--- src/rtl/floattoint_arbiter.sv ---
// Round-robin front end that time-shares one float-to-int16 converter among NREQ
// requesters, sequencing the converter's reset/start, done wait and tagged response.
module floattoint_arbiter #(
  parameter int NREQ         = 4,
  parameter int START_CYCLES = 1,
  parameter int TIMEOUT      = 16
) (
  input  logic                    clk_i,
  input  logic                    reset_i,
  input  logic [NREQ-1:0]         req_valid_i,
  input  logic [32*NREQ-1:0]      req_float_i,
  output logic [NREQ-1:0]         req_ack_o,
  output logic                    resp_valid_o,
  output logic [$clog2(NREQ)-1:0] resp_id_o,
  output logic [15:0]             resp_int_o,
  output logic                    resp_err_o,
  output logic                    busy_o,
  output logic                    conv_reset_o,
  output logic [31:0]             conv_floatin_o,
  input  logic [15:0]             conv_intout_i,
  input  logic                    conv_done_i
);
  localparam int ID_W = $clog2(NREQ);
  localparam int CMAX = (START_CYCLES > TIMEOUT) ? START_CYCLES : TIMEOUT;
  localparam int CW   = $clog2(CMAX + 1);

  localparam logic [2:0] S_IDLE   = 3'd0;
  localparam logic [2:0] S_START  = 3'd1;
  localparam logic [2:0] S_SETTLE = 3'd2;
  localparam logic [2:0] S_WAIT   = 3'd3;
  localparam logic [2:0] S_RESP   = 3'd4;

  logic [2:0]      state_q, state_d;
  logic [CW-1:0]   cnt_q, cnt_d;
  logic [ID_W-1:0] rr_q, rr_d;
  logic [NREQ-1:0] ack_q, ack_d;
  logic            vld_q, vld_d;
  logic [ID_W-1:0] id_q, id_d;
  logic [15:0]     int_q, int_d;
  logic            err_q, err_d;
  logic            busy_q, busy_d;
  logic            crst_q, crst_d;
  logic [31:0]     fin_q, fin_d;

  logic [NREQ-1:0][31:0] flt;
  logic [NREQ-1:0]       rot;
  logic                  found;
  logic [ID_W-1:0]       off, win;
  logic [ID_W:0]         sum, nxt;

  assign flt = req_float_i;

  // Rotate so bit 0 is the rr pointer; the lowest set bit is then the winner's offset.
  assign rot = (req_valid_i >> rr_q) | (req_valid_i << (NREQ - int'(rr_q)));

  always_comb begin
    found = 1'b0;
    off   = '0;
    for (int k = NREQ - 1; k >= 0; k--) begin
      if (rot[k]) begin
        found = 1'b1;
        off   = ID_W'(k);
      end
    end
  end

  assign sum = {1'b0, rr_q} + {1'b0, off};
  assign win = ID_W'((sum >= (ID_W+1)'(NREQ)) ? sum - (ID_W+1)'(NREQ) : sum);
  assign nxt = {1'b0, win} + (ID_W+1)'(1);

  always_comb begin
    state_d = state_q;
    cnt_d   = cnt_q;
    rr_d    = rr_q;
    ack_d   = '0;
    vld_d   = 1'b0;
    id_d    = id_q;
    int_d   = int_q;
    err_d   = err_q;
    crst_d  = crst_q;
    fin_d   = fin_q;
    case (state_q)
      S_IDLE: begin
        if (found) begin
          ack_d[win] = 1'b1;
          fin_d      = flt[win];
          crst_d     = 1'b1;
          id_d       = win;
          rr_d       = (nxt == (ID_W+1)'(NREQ)) ? '0 : ID_W'(nxt);
          cnt_d      = '0;
          state_d    = S_START;
        end
      end
      S_START: begin
        if (cnt_q == CW'(START_CYCLES - 1)) begin
          crst_d  = 1'b0;
          state_d = S_SETTLE;
        end else begin
          cnt_d = cnt_q + CW'(1);
        end
      end
      // Done is deliberately not looked at here: it may still be left over from the last job.
      S_SETTLE: begin
        cnt_d   = '0;
        state_d = S_WAIT;
      end
      S_WAIT: begin
        if (conv_done_i) begin
          int_d   = conv_intout_i;
          err_d   = 1'b0;
          state_d = S_RESP;
        end else if (cnt_q == CW'(TIMEOUT - 1)) begin
          int_d   = '0;
          err_d   = 1'b1;
          state_d = S_RESP;
        end else begin
          cnt_d = cnt_q + CW'(1);
        end
      end
      S_RESP: begin
        vld_d   = 1'b1;
        state_d = S_IDLE;
      end
      default: state_d = S_IDLE;
    endcase
    busy_d = (state_d != S_IDLE);
  end

  always_ff @(posedge clk_i) begin
    if (reset_i) begin
      state_q <= S_IDLE;
      cnt_q   <= '0;
      rr_q    <= '0;
      ack_q   <= '0;
      vld_q   <= 1'b0;
      id_q    <= '0;
      int_q   <= '0;
      err_q   <= 1'b0;
      busy_q  <= 1'b0;
      crst_q  <= 1'b0;
      fin_q   <= '0;
    end else begin
      state_q <= state_d;
      cnt_q   <= cnt_d;
      rr_q    <= rr_d;
      ack_q   <= ack_d;
      vld_q   <= vld_d;
      id_q    <= id_d;
      int_q   <= int_d;
      err_q   <= err_d;
      busy_q  <= busy_d;
      crst_q  <= crst_d;
      fin_q   <= fin_d;
    end
  end

  assign req_ack_o      = ack_q;
  assign resp_valid_o   = vld_q;
  assign resp_id_o      = id_q;
  assign resp_int_o     = int_q;
  assign resp_err_o     = err_q;
  assign busy_o         = busy_q;
  assign conv_reset_o   = crst_q;
  assign conv_floatin_o = fin_q;
endmodule
--- config.mk ---
export PLATFORM = sky130hd
export DESIGN_NAME = floattoint_arbiter
export DESIGN_NICKNAME = d
export VERILOG_FILES = /design/src/rtl/floattoint_arbiter.sv
export SDC_FILE = /design/constraint.sdc
export NUM_CORES = 1
export LEC_CHECK = 0
export ABC_AREA = 1
export BUFFER_PORTS_ARGS = -buffer_cell sky130_fd_sc_hd__buf_2
export CAP_MARGIN = 20
export CORE_UTILIZATION = 41
export DETAILED_ROUTE_END_ITERATION = 10
export GPL_ROUTABILITY_DRIVEN = 0
export PLACE_DENSITY = 0.84
export SYNTH_ARGS = -nofsm -noshare
export SYNTH_HDL_FRONTEND = slang
export SYNTH_SLANG_ARGS = --single-unit
--- constraint.sdc ---
create_clock -name clk_i -period 2.7 [get_ports clk_i]
set_clock_uncertainty 0.1 [all_clocks]
set_input_delay 0.135 -clock clk_i [delete_from_list [all_inputs] [get_ports clk_i]]
set_output_delay 0.135 -clock clk_i [all_outputs]
set_load 0.03 [all_outputs]
Word level (Yosys, flattened, before mapping)
Cells that the tools add are included.
{"block": "op_classes", "addsub": 5, "order_cmp": 3, "eq_ne": 11, "shift": 2, "mux": 32, "n_bitwise": 3, "n_reduce_logical": 12}
{"cell": "binary-select mux 32 bit (select 2 bit)", "n": 1}
{"cell": "2-to-1 mux 16 bit", "n": 2}
{"cell": "2-to-1 mux 32 bit", "n": 1}
{"cell": "left shift 4 x 32 -> 4 bit", "n": 1}
{"cell": "2-to-1 mux 5 bit", "n": 4}
{"cell": "one-hot mux 5 bit (4 select lines)", "n": 1}
{"cell": "2-to-1 mux 2 bit", "n": 6}
{"cell": "2-to-1 mux 3 bit", "n": 4}
{"cell": "one-hot mux 3 bit (4 select lines)", "n": 1}
{"cell": "2-to-1 mux 1 bit", "n": 10}
{"cell": "!= test 2 bit, second input constant", "n": 5}
{"cell": "== test 3 x 2 -> 1 bit, second input constant", "n": 2}
{"cell": "== test 3 bit, second input constant", "n": 2}
{"cell": "adder 5 x 1 -> 5 bit, second input constant", "n": 1}
{"cell": "== test 5 x 4 -> 1 bit, second input constant", "n": 1}
{"cell": "zero test 5 bit", "n": 1}
{"cell": "AND reduction 5 bit", "n": 1}
{"cell": "OR 4 bit", "n": 1}
{"cell": "AND reduction 2 bit", "n": 2}
{"cell": "nonzero test 2 bit", "n": 2}
{"cell": "nonzero test 4 bit", "n": 1}
{"cell": ">> shifter 4 x 2 -> 4 bit", "n": 1}
{"cell": "subtractor 3 x 2 -> 4 bit, first input constant", "n": 1}
{"cell": "adder 2 x 1 -> 3 bit, second input constant", "n": 1}
{"cell": "other kinds (14)", "n": 15}
{"block": "word_totals", "register_bits": 68, "input_bits": 151, "out_inout_bits": 58, "wordCells": 79}

Logic depth before layout (Yosys ltp)
Gate-level depths: netlist of run 1.
{"block": "logic_depth", "depth_word": 14, "mapped_depth": 20, "mapped_depth_nobuf": 18}

Worst setup path before layout of run 1
Ideal clock, no wire load.
{"block": "synth_path", "kind": "flip-flop to flip-flop", "from": "register rr_q[0]", "to": "register rr_q[1]", "setup_time_ns": 0.119, "arrival_ns": 2.587, "t_required_ns": 2.481, "path_slack_ns": -0.107, "path_stages_with_launch": 19, "n_path_buf": 1, "period_less_slack_ns": 2.807, "cell_sequence": "dfxtp_1 > inv_2 > ha_1 > inv_1 > nand2_1 > nor2_1 > nor2_1 > nor2_1 > a21oi_1 > nor2_1 > ha_1 > xor2_1 > inv_1 > nand3_2 > nand2_4 > buf_6 > ha_1 > o21ai_0 > a21oi_1"}
{"block": "synth_via", "elab_chain_cells": 13, "elab_cells_between_ends": 20, "classes_between": "4 x add/sub; 1 x order compare; 1 x eq/ne; 2 x shift; 10 x mux; 1 x bitwise; 1 x reduce/logical"}
{"item": "start: declaration", "line": "35", "source": "logic [ID_W-1:0] rr_q, rr_d;"}
{"item": "start signal: assignment", "line": "145", "source": "rr_q <= rr_d;"}
{"item": "subtractor 3 x 2 -> 4 bit", "line": "54", "source": "assign rot = (req_valid_i >> rr_q) | (req_valid_i << (NREQ - int'(rr_q)));"}
{"item": "left shift 4 x 32 -> 4 bit", "line": "54"}
{"item": "OR 4 bit", "line": "54"}
{"item": "2-to-1 mux 2 bit (4 in a row)", "line": "60", "source": "if (rot[k]) begin"}
{"item": "adder 2 x 2 -> 3 bit *", "line": "67", "source": "assign sum = {1'b0, rr_q} + {1'b0, off};"}
{"item": "named net sum[1]", "line": "49", "source": "logic [ID_W:0] sum, nxt;"}
{"item": "greater-or-equal comparator 3 bit / subtractor 2 x 1 -> 2 bit (equally long branches)", "line": "68", "source": "assign win = ID_W'((sum >= (ID_W+1)'(NREQ)) ? sum - (ID_W+1)'(NREQ) : sum);"}
{"item": "2-to-1 mux 2 bit *", "line": "68"}
{"item": "adder 2 x 1 -> 3 bit *", "line": "69", "source": "assign nxt = {1'b0, win} + (ID_W+1)'(1);"}
{"item": "== test 3 bit", "line": "89", "source": "rr_d = (nxt == (ID_W+1)'(NREQ)) ? '0 : ID_W'(nxt);"}
{"item": "2-to-1 mux 2 bit *", "line": "89"}
The timed path passes the listed nets; every way through them passes the cells marked *.
A chain may end at the register's enable or synchronous reset.

Worst setup path in the final report of run 1
{"block": "layout_path", "from": "register rr_q[0]", "to": "register rr_q[1]"}
{"block": "layout_via", "elab_chain_cells": 13, "elab_cells_between_ends": 20, "classes_between": "4 x add/sub; 1 x order compare; 1 x eq/ne; 2 x shift; 10 x mux; 1 x bitwise; 1 x reduce/logical"}
{"item": "subtractor 3 x 2 -> 4 bit", "line": "54"}
{"item": "left shift 4 x 32 -> 4 bit", "line": "54"}
{"item": "OR 4 bit", "line": "54"}
{"item": "2-to-1 mux 2 bit (4 in a row)", "line": "60"}
{"item": "adder 2 x 2 -> 3 bit", "line": "67"}
{"item": "greater-or-equal comparator 3 bit / subtractor 2 x 1 -> 2 bit (equally long branches)", "line": "68"}
{"item": "2-to-1 mux 2 bit", "line": "68"}
{"item": "adder 2 x 1 -> 3 bit", "line": "69"}
{"item": "== test 3 bit", "line": "89"}
{"item": "2-to-1 mux 2 bit", "line": "89"}
Parallel ways exist; a longest one is shown, timed or not.

==> results of run 1 <==
state kept, by name, summed over array words and instances (netlist names):
name	cells
resp_int_o	16
busy_o	1
state_q	3
resp_err_o	1
req_ack_o	4
conv_reset_o	1
cnt_q	5
resp_valid_o	1
rr_q	2
conv_floatin_o	32
resp_id_o	2
final timing paths:
path	slack (ns)	from	to
setup reg to reg	0.17	rr_q[0]$_SDFFE_PP0P_	rr_q[1]$_SDFFE_PP0P_
hold / removal	0.02	conv_done_i	resp_err_o$_SDFFE_PP0P_
setup / recovery	0.17	rr_q[0]$_SDFFE_PP0P_	rr_q[1]$_SDFFE_PP0P_
hold reg to reg	0.37	resp_int_o[15]$_SDFFE_PP0P_	resp_int_o[15]$_SDFFE_PP0P_
cell type report:
| type | instances | area share, % |
|---|---|---|
| Antenna cell | 1 | 0.0428 |
| Clock buffer | 9 | 2.12 |
| Clock inverter | 7 | 0.749 |
| Inverter | 95 | 6.15 |
| Multi-Input combinational cell | 524 | 40.0 |
| Sequential cell | 68 | 23.3 |
| Tap cell | 133 | 2.85 |
| Timing Repair Buffer | 242 | 24.7 |
worst min-delay path, stage by stage:
cell	delay, ns
buf_2	0.09
inv_1	0.05
nand2_1	0.07
a21oi_1	0.06
synth_stat cells (all sizes together):
cell type | count | area, um^2
a21oi | 60 | 308
buf | 24 | 159
clkbuf | 19 | 71.3
dfxtp | 68 | 1360
ha | 9 | 113
inv | 95 | 357
nand2 | 320 | 1220
nand3 | 72 | 370
nand4 | 2 | 12.5
nor2 | 31 | 126
nor3 | 4 | 20.0
nor4 | 1 | 6.26
o211ai | 1 | 7.51
o21ai | 22 | 110
o31ai | 1 | 7.51
xor2 | 1 | 8.76
routing by layer:
metal	track usage (%)	wire length, um	share of wire, %	vias to the layer above
met5	0	0	0	-
met4	7.96	226	1.7	0
met3	4.39	912	7.0	23
met2	42.1	6380	49	210
met1	27.3	5540	42	2191
li1	-	-	-	2666
timing repair:
action                                 CTS  global route
hold buffers                            16             0
gates resized for setup                  1            10
setup endpoints to repair                3            37
endpoints found under the hold margin   16             0
gates cloned                             0             2
pin swaps                                0             4
power breakdown:
group          switching [mW]  internal [mW]
clock network           0.393          0.328
logic                    3.90           2.16
registers               0.151           1.30
kinds of logic (layout without fill, tap and decap cells):
kind of cell | count (synthesis) | count (layout) | share of synthesized area (%)
other | 0 | 1 | 0
XOR/XNOR | 1 | 1 | 0.206
AND/OR/NAND/NOR | 430 | 430 | 41.3
flip-flops | 68 | 68 | 31.9
adder cells (fa/ha/maj) | 9 | 9 | 2.64
buffers and inverters | 138 | 353 | 13.8
AO/OA/AOI/OAI | 84 | 84 | 10.2
==> results.toml, run 1 <==
[setup_path]
critical_path_buf_inv_count = 3
timing.reg2reg.worst_path_depth = 17
critical_path.startpoint_type = "flip-flop"
crit_required_ns = 2.80
setup.worst_path.end_class = "flip-flop"
critical_path_depth = 17
critical_path.max_fanout = 4
critical_path.cell_chain = "inv_2 > ha_4 > inv_1 > nand2_1 > nor2_1 > nor2_1 > nor2_2 > a21oi_1 > nor2_1 > ha_2 > xor2_2 > inv_1 > nand3_2 > nand2_4 > ha_1 > o21ai_1 > a21oi_1"
crit_path_frequent_cell = "nor2_1"
worst_ep_arrival_time_ns = 2.63
crit_path_top_delay_cell = "dfxtp_2"
critical-path-max-stage-delay_ns = 0.34
critical-path-top-delay-family = "adder cells"
critical_path_class = "reg -> reg"

[floorplanning]
core_outline_area_um2 = 9910
die-area_um2 = 10800
floorplan.rows = 36
io-pin-count = 209
chipHeight_um = 104
floorplan.initialDensity_pct = 43.0
floorplan.die.width_um = 104

[timing]
setup_ws_final_ns = 0.172
count_of_endpoints_failing_hold_in_the_final_timing_report = 0
rsz_0062_raised_after_global_routing = "false"
setup_total_negative_slack_ns = 0
hold-worst-slack_ns = 0.0157
relSlewSlack_pct = 60.3
slew_violations = 0
worst-slew-pin-transition_ns = 0.595
maxClockFrequency_ghz = 0.396
final.period_utilization_pct = 93.6
time_the_worst_path_needs_with_i_o_delays_and_setup_ns = 2.53
finalSetupViolCount = 0

[routing]
drc = 0
dr_wl_cell_um = 12.1
routed-via-count = 5090
antenna_violating_nets_post_route = 0
via_per_inst = 4.72
drt_first_iter_violations = 284
drt-total-wl_mm = 13.1
drt_pass1_iterations = 5

[synth]
synthesis.area_um2 = 4260
post_syn_nets = 890
postSynthRegisterBits = 68
post_synth_num_cell_types = 27
postSynthCellCount = 730
postSynthAreaPerCell_um2 = 5.84
yosysSeqAreaShare_pct = 31.9
yosysWarnings = 0

[placed_design]
postPlaceCellArea_um2 = 5430
post-dp-hpwl_mm = 9.13
port_buffers = 208
post-place-cells = 1044
dp_worst_setup_slack_ns = -0.0747

[finish]
area_of_the_multi_input_gates_um2 = 2340
sequential_cell_area_um2 = 1360
layout.core_utilization_pct = 59.0
drive_above_1_share_pct = 28.4
finish.cell_count_without_fillers = 1079
finish.net_count = 1100
leading_cell_type_in_the_layout_fill_and_taps_excluded = "nand2_1"
final_cell_mix = "313 x nand2_1, 208 x buf_2, 88 x inv_1, 70 x nand3_1, 66 x dfxtp_1"
stdcell_area_um2 = 5840
areaGrowthSynthToFinish_pct = 37.1
num-fill-cells = 992

[clock_tree]
tritoncts = "built"
htree_num_levels = 3
path_clk_slew_ns = 0.07
clockBufferDepth = 2
clock-sinks = 68
ctsRootBufferMaster = "clkbuf_8"
clk-insertion-delay-late_ns = 0.33
cts-buffers-inserted = 9
postCtsSetupRepairBufs = 0

[power_and_ir_drop]
power.density_nw_per_um2 = 1410
power.total_mw = 8.23
max_rail_drop_vdd_v = 0.000822
power_leakage_nw = 3.37

[run_status]
outcome = "completed"

[global_routing]
maximum_number_of_pins_on_one_net_before_global_route_repair = 39
grt_antenna_before_repair = 1
wire_length_of_the_first_global_routing_pass_mm = 20.7
grt-ovfl-total = 0
first_global_vias = 4538
grt.total_usage_pct = 23.3

[hold_path]
type_of_the_tightest_min_delay_check = "in -> reg"
hold_depth = 4

[flow_run]
maxCapViolations = 0
Note: power is estimated with default switching activity, not from simulation.
==> run 2: changes to the inputs <==
--- a/config.mk
+++ b/config.mk
@@ -8,10 +8,12 @@
 export ABC_AREA = 1
 export BUFFER_PORTS_ARGS = -buffer_cell sky130_fd_sc_hd__buf_2
 export CAP_MARGIN = 20
-export CORE_UTILIZATION = 41
+export CELL_PAD_IN_SITES_DETAIL_PLACEMENT = 1
+export CELL_PAD_IN_SITES_GLOBAL_PLACEMENT = 2
+export CORE_UTILIZATION = 20
 export DETAILED_ROUTE_END_ITERATION = 10
 export GPL_ROUTABILITY_DRIVEN = 0
-export PLACE_DENSITY = 0.84
+export PLACE_DENSITY = 0.86
 export SYNTH_ARGS = -nofsm -noshare
 export SYNTH_HDL_FRONTEND = slang
 export SYNTH_SLANG_ARGS = --single-unit
==> results.toml, run 2 (synthesized netlist as in run 1, its figures left out) <==
[clock_tree]
htree_num_levels = 3
cts-buffers-inserted = 9
ctsRootBufferMaster = "clkbuf_16"
path_clk_slew_ns = 0.06
clockBufferDepth = 2
clk-insertion-delay-late_ns = 0.34
clock-sinks = 68
tritoncts = "built"

[routing]
drt-total-wl_mm = 16.5
via_per_inst = 4.25
drc = 0
drt_pass1_iterations = 4
antenna_violating_nets_post_route = 0
dr_wl_cell_um = 13.4
drt_first_iter_violations = 149
routed-via-count = 5231

[setup_path]
critical_path_buf_inv_count = 3
crit_path_top_delay_cell = "dfxtp_2"
worst_ep_arrival_time_ns = 2.72
critical-path-top-delay-family = "simple AND/OR/NAND/NOR gates"
critical-path-max-stage-delay_ns = 0.35
critical_path_class = "reg -> reg"
critical_path.max_fanout = 6
timing.reg2reg.worst_path_depth = 17
worst-r2r-setup-slack_ns = 0.09
critical_path.startpoint_type = "flip-flop"
critical_path.cell_chain = "inv_4 > ha_4 > inv_2 > nand2_1 > nor2_1 > nor2_1 > nor2_2 > a21oi_2 > nor2_2 > ha_2 > xor2_4 > inv_2 > nand3_4 > nand2_8 > ha_4 > o21ai_2 > a21oi_2"
crit_required_ns = 2.81
setup.worst_path.end_class = "flip-flop"
critical_path_depth = 17

[global_routing]
maximum_number_of_pins_on_one_net_before_global_route_repair = 47
grt.total_usage_pct = 15.2
first_global_vias = 5175
wire_length_of_the_first_global_routing_pass_mm = 26.2
grt-ovfl-total = 0
grt_antenna_before_repair = 0

[power_and_ir_drop]
power.density_nw_per_um2 = 1490
max_rail_drop_vdd_v = 0.000769
power.total_mw = 9.42
power_leakage_nw = 3.50

[timing]
count_of_endpoints_failing_hold_in_the_final_timing_report = 0
finalSetupViolCount = 0
time_the_worst_path_needs_with_i_o_delays_and_setup_ns = 2.61
rsz_0062_raised_after_global_routing = "true"
worst-slew-pin-transition_ns = 0.495
final.period_utilization_pct = 96.5
setup_ws_final_ns = 0.0941
maxClockFrequency_ghz = 0.384
slew_violations = 0
relSlewSlack_pct = 67.0

[finish]
final_cell_mix = "301 x nand2_1, 208 x buf_2, 85 x inv_1, 66 x nand3_1, 66 x dfxtp_1"
areaGrowthSynthToFinish_pct = 48.7
leading_cell_type_in_the_layout_fill_and_taps_excluded = "nand2_1"
finish.net_count = 1111
largest_register_ff_count = 32
drive_above_1_share_pct = 31.9
layout.core_utilization_pct = 30.2
antenna_cells_inserted = 0
finish.cell_count_without_fillers = 1231

[run_status]
outcome = "completed"

[hold_path]
type_of_the_tightest_min_delay_check = "in -> reg"
hold_depth = 4

[placed_design]
dp_worst_setup_slack_ns = -0.0863
post-dp-hpwl_mm = 12.0
post-place-cells = 1189
port_buffers = 208

[floorplanning]
floorplan.initialDensity_pct = 20.3
die-area_um2 = 21900
floorplan.rows = 53
chipHeight_um = 148
core_outline_area_um2 = 21000
floorplan.die.width_um = 148
io-pin-count = 209

[flow_run]
maxCapViolations = 0
[run 2: cell count changes in the layout (fill, tap and decap cells not counted), moves of 3 or more]
| cell | before | now |
|---|---|---|
| inv_1 | 88 | 85 |
| clkbuf_8 | 9 | 0 |
| clkinv_2 | 4 | 0 |
| nand2_1 | 313 | 301 |
| nand2_2 | 6 | 17 |
| clkbuf_16 | 2 | 9 |
| buf_4 | 9 | 18 |
| inv_6 | 0 | 4 |
| nand3_2 | 2 | 5 |
| nand3_1 | 70 | 66 |
[run 2: report_power, final]
group | internal (mW) | switching, mW | total [mW]
Sequential | 1.31 | 0.148 | 1.45
Clock | 0.730 | 0.506 | 1.24
Combinational | 2.35 | 4.39 | 6.73
[run 2: worst paths after layout]
kind,from,endpoint
worst max register to register,rr_q[1]$_SDFFE_PP0P_,rr_q[1]$_SDFFE_PP0P_
worst min-delay path,conv_done_i,resp_err_o$_SDFFE_PP0P_
worst min register to register,resp_int_o[3]$_SDFFE_PP0P_,resp_int_o[3]$_SDFFE_PP0P_
worst max-delay path,rr_q[1]$_SDFFE_PP0P_,rr_q[1]$_SDFFE_PP0P_
[run 2: metal layers]
layer	wire (um)	vias to the layer above	share of wire, %	track usage, %
li1	-	2686	-	-
met1	7190	2387	44	17.9
met2	8050	142	49	27.0
met3	1070	16	6.5	4.26
met4	187	0	1.1	3.35
met5	0	-	0	0
[run 2: worst min-delay path, delay by kind of cell]
kind	cells	cell delay, ns
AOI/OAI and AO/OA	1	0.06
and+or+nand+nor	1	0.07
buffers and inverters	2	0.15
[run 2: stage by stage]
step	hold WS (ns)	area, um^2	TNS, ns
5_1_grt	0.0460	6340	-1.72
4_1_cts	0.0264	6100	0
6_report	0.0270	6340	0
3_3_place_gp	0.292	5610	0
3_5_place_dp	0.295	5610	-0.811
2_1_floorplan	0.182	4280	0
[run 2: repair_timing]
item | in CTS | in global routing
setup endpoints to repair | 24 | 37
buffers inserted | 1 | 8
gates cloned | 0 | 1
pin swaps | 1 | 10
gates resized for setup | 3 | 46
hold endpoints to repair | 16 | 0
hold buffers | 16 | 0
[run 2: area by class of cell]
class / instances / area (um^2)
tap: 275 / 344
clock buffer: 9 / 225
timing repair buffer: 252 / 1500
fill: 2776 / 14600
sequential: 68 / 1360
multi-input combinational: 525 / 2460
clock inverter: 7 / 81.3
inverter: 95 / 364
